==> src/rtl/pic_sync_pkg.sv <==
// Shared definitions for the synchronous interrupt controller.
// Holds the register addresses, the CTRL bit positions, the INTA
// handshake state type, the latched-grant record, and helpers for
// the circular priority scan. Indices are always 5 bits wide because
// the controller supports up to 32 request lines.
package pic_sync_pkg;

  localparam logic [2:0] ADDR_CTRL  = 3'd0;
  localparam logic [2:0] ADDR_VBASE = 3'd1;
  localparam logic [2:0] ADDR_IMR   = 3'd2;
  localparam logic [2:0] ADDR_EOI   = 3'd3;  // write side of address 3
  localparam logic [2:0] ADDR_IRR   = 3'd3;  // read side of address 3
  localparam logic [2:0] ADDR_ISR   = 3'd4;

  localparam int CTRL_LTIM = 0;
  localparam int CTRL_AEOI = 1;
  localparam int CTRL_ROT  = 2;
  localparam int CTRL_SMM  = 3;

  typedef enum logic [1:0] {IDLE, ACK1, WAIT2, ACK2} state_t;

  // Winner captured in ACK1 and held through ACK2.
  typedef struct packed {
    logic       spur;
    logic [4:0] w;
  } grant_t;

  // Highest-priority set bit of v, walking n lines upward from lp+1.
  // Returns {found, index}.
  function automatic logic [5:0] prio_scan(input logic [31:0] v,
                                           input logic [4:0] lp,
                                           input int n);
    logic       found;
    logic [4:0] idx;
    int         p;
    found = 1'b0;
    idx   = '0;
    for (int i = 1; i <= 32; i++) begin
      p = (int'(lp) + i) % n;
      if (i <= n && !found && v[p[4:0]]) begin
        found = 1'b1;
        idx   = p[4:0];
      end
    end
    return {found, idx};
  endfunction

  // Position of idx in the priority order; 0 is the highest.
  function automatic logic [4:0] prio_rank(input logic [4:0] idx,
                                           input logic [4:0] lp,
                                           input int n);
    int r;
    r = (int'(idx) - int'(lp) - 1 + 2 * n) % n;
    return r[4:0];
  endfunction

  function automatic logic [31:0] onehot(input logic [4:0] i);
    return 32'd1 << i;
  endfunction

endpackage

==> src/rtl/pic_prio_resolver.sv <==
// Combinational priority resolver.
//   req    : pending requests (IRR)
//   isr    : in-service bits
//   imr    : mask bits
//   lp     : lowest-priority line; the order starts at lp+1
//   smm    : special mask mode, only unmasked ISR bits block
//   winner : highest-priority unmasked request
//   valid  : winner beats every blocking in-service level
module pic_prio_resolver import pic_sync_pkg::*; #(
  parameter int NUM_IRQ = 8
) (
  input  logic [NUM_IRQ-1:0] req,
  input  logic [NUM_IRQ-1:0] isr,
  input  logic [NUM_IRQ-1:0] imr,
  input  logic [4:0]         lp,
  input  logic               smm,
  output logic [4:0]         winner,
  output logic               valid
);

  logic [31:0] cand, blk;
  logic [5:0]  c_scan, b_scan;

  always_comb begin
    cand   = 32'(req & ~imr);
    blk    = smm ? 32'(isr & ~imr) : 32'(isr);
    c_scan = prio_scan(cand, lp, NUM_IRQ);
    b_scan = prio_scan(blk, lp, NUM_IRQ);
    winner = c_scan[4:0];
    // A request at the same level as the top ISR bit does not preempt it.
    valid  = c_scan[5] && (!b_scan[5] ||
             (prio_rank(c_scan[4:0], lp, NUM_IRQ) < prio_rank(b_scan[4:0], lp, NUM_IRQ)));
  end

endmodule

==> src/rtl/pic_sync_ctrl.sv <==
// Synchronous 8259A-style interrupt controller.
//   CLK, RESET_n      : clock, synchronous active-low reset
//   IR                : asynchronous request lines (synchronised here)
//   CS_n/WR_n/RD_n    : register bus strobes, ADDR/DIN/DOUT register bus
//   INTA_n            : asynchronous acknowledge; two falling edges per vector
//   INT               : registered interrupt request to the CPU
//   VEC, VEC_VALID    : vector and its one-cycle qualifier
module pic_sync_ctrl import pic_sync_pkg::*; #(
  parameter int NUM_IRQ     = 8,
  parameter int SYNC_STAGES = 2
) (
  input  logic               CLK,
  input  logic               RESET_n,
  input  logic [NUM_IRQ-1:0] IR,
  input  logic               CS_n,
  input  logic               WR_n,
  input  logic               RD_n,
  input  logic [2:0]         ADDR,
  input  logic [NUM_IRQ-1:0] DIN,
  output logic [NUM_IRQ-1:0] DOUT,
  input  logic               INTA_n,
  output logic               INT,
  output logic [7:0]         VEC,
  output logic               VEC_VALID
);

  // One extra stage past the synchroniser holds the previous value for
  // edge detection.
  logic [SYNC_STAGES:0][NUM_IRQ-1:0] ir_pipe;
  logic [SYNC_STAGES:0]              inta_pipe;
  logic [NUM_IRQ-1:0] ir_s, ir_rise;
  logic               inta_fall;

  logic [3:0]         ctrl;
  logic [7:0]         vbase;
  logic [NUM_IRQ-1:0] imr, irr, isr, irr_nxt, isr_nxt;
  logic [4:0]         lp, lp_nxt;
  state_t             state, state_nxt;
  grant_t             grant;
  logic [4:0]         win;
  logic               win_vld;
  logic               wr, rd;
  logic [5:0]         eoi_top;

  assign ir_s      = ir_pipe[SYNC_STAGES-1];
  assign ir_rise   = ir_pipe[SYNC_STAGES-1] & ~ir_pipe[SYNC_STAGES];
  assign inta_fall = inta_pipe[SYNC_STAGES] & ~inta_pipe[SYNC_STAGES-1];
  assign wr        = !CS_n && !WR_n;
  assign rd        = !CS_n && !RD_n;

  pic_prio_resolver #(.NUM_IRQ(NUM_IRQ)) u_prio (
    .req(irr), .isr(isr), .imr(imr), .lp(lp), .smm(ctrl[CTRL_SMM]),
    .winner(win), .valid(win_vld)
  );

  always_comb begin
    state_nxt = state;
    case (state)
      IDLE:    if (inta_fall) state_nxt = ACK1;
      ACK1:    state_nxt = WAIT2;
      WAIT2:   if (inta_fall) state_nxt = ACK2;
      ACK2:    state_nxt = IDLE;
      default: state_nxt = IDLE;
    endcase
  end

  // IRR/ISR/LP update. Order matters: ACK1 set, then AEOI clear, then a
  // bus EOI, so an EOI landing in ACK1 sees the freshly set bit.
  always_comb begin
    irr_nxt = irr;
    isr_nxt = isr;
    lp_nxt  = lp;
    eoi_top = '0;
    if (ctrl[CTRL_LTIM]) begin
      irr_nxt = ir_s;
    end else begin
      irr_nxt = irr | ir_rise;
      if (wr && ADDR == ADDR_CTRL) irr_nxt = '0;
    end
    if (state == ACK1 && win_vld) begin
      isr_nxt = isr_nxt | NUM_IRQ'(onehot(win));
      // Clearing after the OR drops a coincident edge on the granted line.
      if (!ctrl[CTRL_LTIM]) irr_nxt = irr_nxt & ~NUM_IRQ'(onehot(win));
    end
    if (state == ACK2 && ctrl[CTRL_AEOI] && !grant.spur) begin
      isr_nxt = isr_nxt & ~NUM_IRQ'(onehot(grant.w));
      if (ctrl[CTRL_ROT]) lp_nxt = grant.w;
    end
    if (wr && ADDR == ADDR_EOI) begin
      if (DIN[7]) begin
        if (int'(DIN[4:0]) < NUM_IRQ) begin
          isr_nxt = isr_nxt & ~NUM_IRQ'(onehot(DIN[4:0]));
          if (ctrl[CTRL_ROT]) lp_nxt = DIN[4:0];
        end
      end else begin
        eoi_top = prio_scan(32'(isr_nxt), lp, NUM_IRQ);
        if (eoi_top[5]) begin
          isr_nxt = isr_nxt & ~NUM_IRQ'(onehot(eoi_top[4:0]));
          if (ctrl[CTRL_ROT]) lp_nxt = eoi_top[4:0];
        end
      end
    end
  end

  always_ff @(posedge CLK) begin
    if (!RESET_n) begin
      ir_pipe   <= '0;
      inta_pipe <= '0;
      state     <= IDLE;
      ctrl      <= '0;
      vbase     <= '0;
      imr       <= '1;
      irr       <= '0;
      isr       <= '0;
      lp        <= 5'(NUM_IRQ - 1);
      grant     <= '0;
      INT       <= 1'b0;
      VEC       <= '0;
      VEC_VALID <= 1'b0;
      DOUT      <= '0;
    end else begin
      ir_pipe   <= {ir_pipe[SYNC_STAGES-1:0], IR};
      inta_pipe <= {inta_pipe[SYNC_STAGES-1:0], INTA_n};
      state     <= state_nxt;
      irr       <= irr_nxt;
      isr       <= isr_nxt;
      lp        <= lp_nxt;
      if (wr) begin
        case (ADDR)
          ADDR_CTRL:  ctrl  <= DIN[3:0];
          ADDR_VBASE: vbase <= DIN[7:0];
          ADDR_IMR:   imr   <= DIN;
          default:    ;
        endcase
      end
      // No serviceable request in ACK1 means a spurious acknowledge that
      // reports the lowest line without touching ISR.
      if (state == ACK1)
        grant <= '{spur: !win_vld, w: (win_vld ? win : 5'(NUM_IRQ - 1))};
      INT       <= win_vld && (state == IDLE);
      VEC_VALID <= (state_nxt == ACK2);
      if (state_nxt == ACK2) VEC <= vbase + 8'(grant.w);
      if (rd) begin
        case (ADDR)
          ADDR_CTRL:  DOUT <= NUM_IRQ'(ctrl);
          ADDR_VBASE: DOUT <= NUM_IRQ'(vbase);
          ADDR_IMR:   DOUT <= imr;
          ADDR_IRR:   DOUT <= irr;
          ADDR_ISR:   DOUT <= isr;
          default:    DOUT <= '0;
        endcase
      end else begin
        DOUT <= '0;
      end
    end
  end

endmodule

==> config.mk <==
export PLATFORM = sky130hd
export DESIGN_NAME = pic_sync_ctrl
export DESIGN_NICKNAME = d
export VERILOG_FILES = /design/src/rtl/pic_sync_pkg.sv /design/src/rtl/pic_prio_resolver.sv /design/src/rtl/pic_sync_ctrl.sv
export SDC_FILE = /design/constraint.sdc
export NUM_CORES = 1
export LEC_CHECK = 0
export CAP_MARGIN = 20
export CORE_UTILIZATION = 51
export DETAILED_ROUTE_END_ITERATION = 6
export PLACE_DENSITY = 0.8
export SYNTH_ARGS = -nofsm -noshare
export SYNTH_HDL_FRONTEND = slang
export SYNTH_HIERARCHICAL = 1
export SYNTH_SLANG_ARGS = --single-unit
==> constraint.sdc <==
create_clock -name CLK -period 12.8 [get_ports CLK]
set_clock_uncertainty 0.2 [all_clocks]
set_input_delay 2.56 -clock CLK [delete_from_list [all_inputs] [get_ports CLK]]
set_output_delay 2.56 -clock CLK [all_outputs]
set_load 0.005 [all_outputs]
; ---- After elaboration in Yosys (flattened, before gate mapping)
; Index checks and enable logic that the tools add are counted.
[op_classes]
n_shift = 4
addsub = 15
eq_ne = 8
n_reduce_logical = 74
n_bitwise = 27
magnitude_cmp = 10
muxes = 138
[ops]
columns = op, count
row1 = 5-bit 2-to-1 mux, 35
row2 = 1-bit binary-select mux with 4-bit select, 24
row3 = 8-bit 2-to-1 mux, 10
row4 = 32-bit by 6-bit adder with 32-bit output (second input constant), 2
row5 = 8-bit by 32-bit bitwise AND with 32-bit output, 2
row6 = 1-bit 2-to-1 mux, 64
row7 = 32-bit by 2-bit subtractor with 32-bit output (second input constant), 2
row8 = 5-bit by 6-bit less-than comparator with 1-bit output (second input constant), 8
row9 = 8-bit bitwise AND, 5
row10 = 8-bit NOT, 5
row11 = 8-bit one-hot mux with 5 select lines, 1
row12 = 32-bit 2-to-1 mux, 1
row13 = 8-bit NOT with 32-bit output, 1
row14 = 1-bit by 5-bit left shift with 8-bit output (first input constant), 4
row15 = 1-bit logical AND, 30
row16 = 3-bit OR reduction, 10
row17 = 1-bit logical NOT, 27
row18 = 8-bit bitwise OR, 2
row19 = 3-bit adder (second input constant), 4
row20 = 5-bit by 5-bit subtractor with 6-bit output, 2
row21 = 8-bit by 5-bit adder with 8-bit output, 1
row22 = 1-bit bitwise AND (first input constant), 8
row23 = 2-bit one-hot mux with 4 select lines, 1
row24 = 2-bit AND reduction, 4
row25 = 15 further kinds, 23
[word_totals]
regBits = 94
word_cells = 293
input_bits = 25
output_inout_bits = 18

; ---- Logic depth before layout (Yosys ltp)
[depth]
depth_word = 85
mapped_depth = 39
ltp_nobuf = 33

; ---- Modules after synthesis
; The synthesis kept the hierarchy.
[by_module_without_submodules]
columns = mod, cells_per_inst, n_inst, area_per_inst_um2, seq_area_each_um2
row1 = pic_sync_ctrl, 693, 1, 5590.4, 1881.8
row2 = pic_prio_resolver, 283, 1, 2323.5, 0.0

; ---- Worst setup path after synthesis
; OpenSTA, ideal clock, no wires.
[synth_timing]
kind = register -> register
startpoint = reg with a tool-made name
endpoint = reg isr[0]
setup_ps = 142
path_stages_with_launch = 36
period_less_slack_ps = 7920
slack_ps = 4880
t_required_ps = 12458
t_arrival_ps = 7578
n_path_buf = 7
path_cell_list = dfxtp_1 -> buf_6 -> inv_4 -> buf_4 -> clkbuf_4 -> ha_1 -> buf_6 -> inv_2 -> clkbuf_1 -> mux2i_1 -> nor2_1 -> nand2_1 -> a211o_1 -> a21oi_1 -> ha_1 -> a21o_1 -> a21oi_1 -> inv_1 -> or4_1 -> a31oi_1 -> ha_1 -> a21oi_1 -> a41oi_1 -> a31oi_1 -> and4bb_1 -> buf_2 -> a21oi_2 -> nor2_2 -> o221ai_1 -> nor4_1 -> nor4_2 -> and3_1 -> buf_2 -> or4_1 -> nor2_1 -> a221oi_1
[synth_rtl]
columns = element, line_no
row1 = end signal: assignment, pic_sync_ctrl.sv:126  ; isr <= isr_nxt;
row2 = end: declaration, pic_sync_ctrl.sv:36  ; logic [NUM_IRQ-1:0] imr, irr, isr, irr_nxt, isr_nxt;

==> run_results.csv <==
group,metric,value,unit
setup_path,setup.worst_path.class,"reg -> reg",
global_routing,grt_pass1_vias,6900,
logic_synthesis,synth_area,7910,µm²
power,p_sw,0.167,mW
route,met2_length,10000,µm
clock_tree,cts_root_buffer,"clkbuf_16",
power,p_comb_share,11.6,%
logic_synthesis,synth-seq-cells,94,
setup_path,cpPeakStageDelay,710,ps
route,vias,7664,
logic_synthesis,synth_top_area_cell,"dfxtp_1",
power,power.internal,0.466,mW
floorplan,ios,43,
layout,final_nets,1028,
global_routing,grt_max_degree,83,
sta,final_hold_viol_count,0,
global_routing,grt_pass1_wl,36400,µm
setup_path,r2r-end,"isr[1]",
flow_run,cap_violations,0,
sta,max_slew.worst_pin.slew,812,ps
logic_synthesis,ys_top_cells_by_area,"dfxtp_1 (24%), mux4_2 (6.3%), nand2_1 (5.1%)",
route,route.met3.wl,1890,µm
floorplan,die_w,127,µm
layout,fillers,1319,
setup_path,crit_buf_inv,2,
route,route.detailed.drc,3,
setup_path,worstPathRequired,12800,ps
floorplan,row_count,45,
route,drt_iter0_markers,1042,
power,p_per_area,73.6,nW/µm²
setup_path,cp_max_fo,58,
status,status,"complete, but fails checks",
place,gp_congestion,0.997,
logic_synthesis,syn_avg_cell_area,8.11,µm²
logic_synthesis,ys_seq_area_share,23.8,%
route,drt_wl_total,22400,µm
place,dp_hpwl,16500,µm
layout,final_cells,1166,
worst_hold_path,hp-class,"reg -> reg",
floorplan,die_area,16000,µm²
worst_hold_path,holdPathEnd,"inta_pipe[1]",
layout,antenna_cells,0,
sta,min_period,9560,ps
route,final_antenna_net_count,0,
setup_path,arrival,9560,ps
clock_tree,cts-resized-gates,0,
power,pwr-share-seq,48.4,%
route,post_drt_wl_per_cell,19.2,µm
setup_path,path_delay_family,"simple AND/OR/NAND/NOR gates",
clock_tree,insertion_delay,340,ps
route,met1_length,9840,µm
logic_synthesis,yosys_warnings,6,
clock_tree,cts_setup_buffers,0,
route,first_pass_iters,7,
clock_tree,cts_buffer_depth,2,
floorplan,start_util,52.3,%
logic_synthesis,synth_async_sr_flop_share,0,%
power,clkPwrFrac,39.9,%
power,power,0.632,mW
sta,final-max-slew-violation-count,0,
layout,syn2layout_area_growth,8.60,%
status,violations,"DRC",
clock_tree,cts_inserted_buffers,9,
setup_path,critPathSlowestCell,"nor4_1",
place,place_inst,1150,
worst_hold_path,hp-start,"inta_pipe[0]",
logic_synthesis,synth_edf_count,0,
layout,final_common_cell,"nand2_1",
global_routing,grtUsageTotal,28.3,%
sta,fin_hold_ws,231,ps
clock_tree,htreeDepth,3,
route,routed.top_layer,"met4",
logic_synthesis,yosysUniqueCellTypes,107,
sta,finalCritPeriodShare,74.7,%
floorplan,die_h,127,µm
global_routing,antenna_found_initial,0,
power,leakage,3.21,nW
clock_tree,clkTransAtPathRegs,70,ps
layout,layout_common_cells,"nand2_1 (107), dfxtp_1 (93), nor2_1 (62), nand3_1 (59), and2_1 (44)",
setup_path,cp-end-kind,"flop",
setup_path,reg2reg_depth,29,
power,switching_share,26.3,%
sta,relSlewSlack,45.8,%
logic_synthesis,syn_inst,976,
clock_tree,cts_sinks,94,
floorplan,core_area,15100,µm²
layout,drive_gt1_share,10.7,%
clock_tree,ctsHoldBuffers,0,
sta,fmax,105,MHz
logic_synthesis,synth_top_area_share,23.8,%
sta,final.setup.tns,0,ps
logic_synthesis,ys.flop_type,"dfxtp_1",
layout,finalCoreUtilization,56.7,%
clock_tree,cts_tree,"done",
global_routing,grt.overflow.total,0,
worst_hold_path,whs_path_depth,1,
sta,setup_violations,0,
setup_path,r2r_slack,3240,ps
place,portBuffers,42,
sta,rsz0062_at_grt,"false",
setup_path,start_kind,"flop",
power,ir_drop,0.0644,mV
route,vias_per_cell,6.57,
-- per-layer routing --
layer	global-route usage, %	vias up
met1	38.8	3578
met4	10.9	0
met2	44.5	423
li1	-	3602
met3	4.81	61
met5	0	-
-- cell families after synthesis --
group / share of synthesized area (%)
muxes: 13.4
DFF: 23.8
buffers and inverters: 5.57
and+or+nand+nor: 26.5
other: 0.0474
AOI/OAI and AO/OA: 23.9
adders and majority gates: 5.03
xor gates and xnor gates: 1.74
-- area by class of cell --
type	instances	area (µm²)	share of cell area, %
Inverter	33	126	1.47
Clock inverter	6	52.6	0.611
Clock buffer	10	229	2.66
Tap cell	188	235	2.74
Timing Repair Buffer	49	468	5.44
Multi-Input combinational cell	786	5600	65.2
Sequential cell	94	1880	21.9
-- how the worst max path moves through the flow --
stage | start | end | slack, ps | cells after the start
2_1_floorplan | flop | isr[0] | 4880 | 35
6_report | flop | isr[1] | 3240 | 29
3_3_place_gp | flop | isr[0] | 3730 | 29
4_1_cts | flop | isr[1] | 3480 | 29
5_1_grt | flop | isr[1] | 2710 | 29
3_5_place_dp | flop | isr[0] | 3510 | 29
-- synth_stat cells (4+ instances only) --
master    instances
nor2_1           62
a31oi_1          15
o211ai_1         12
or4_1             4
dfxtp_1          94
nand3_1          59
nand2b_1         18
a211oi_1          6
a21o_1           10
clkbuf_1         42
o21ai_1          17
nor2b_1          22
a32o_1            7
a21oi_1          43
o221ai_1          6
nor3b_1           4
o21a_1            6
buf_2             8
a21oi_2           5
inv_1            28
o21ai_0          36
o22ai_1           9
o221a_2           4
mux2_2           14
o22a_1            6
xnor2_1           6
a21boi_1         10
o32ai_1           5
and3_1            6
ha_1             27
and2_1           44
xor2_1            6
a22oi_1          14
nand2_1         107
nor2_2            6
mux2_1            4
mux2i_1          24
nor4_1            4
buf_4             4
mux4_2           22
nor3_1           35
a21boi_0         15
-- power by group through the flow --
stage / Sequential (mW) / Combinational, mW / Clock, mW
after detailed placement: 0.313 / 0.0720 / 0
after global routing: 0.307 / 0.0808 / 0.269
after global placement: 0.312 / 0.0712 / 0
after CTS: 0.306 / 0.0725 / 0.254
after floorplan: 0.310 / 0.0535 / 0
final: 0.306 / 0.0736 / 0.252
-- registers in the layout, indices dropped and copies added, names as in the netlist, 3 cells and up, named ones only --
signal and cells:
grant 6, inta_pipe 3, imr 8, VEC 8, isr 8, ir_pipe 16
ctrl 4, ir_s 8, DOUT 8, vbase 8, irr 8
-- metrics by stage --
stage,cell area (µm²),worst slack [ps]
final,8590,3240
after global routing,8590,2710
after CTS,8590,3480
after detailed placement,8310,3510
after global placement,8310,3730
after floorplan,7920,4880
(Power assumes the default switching activity.)
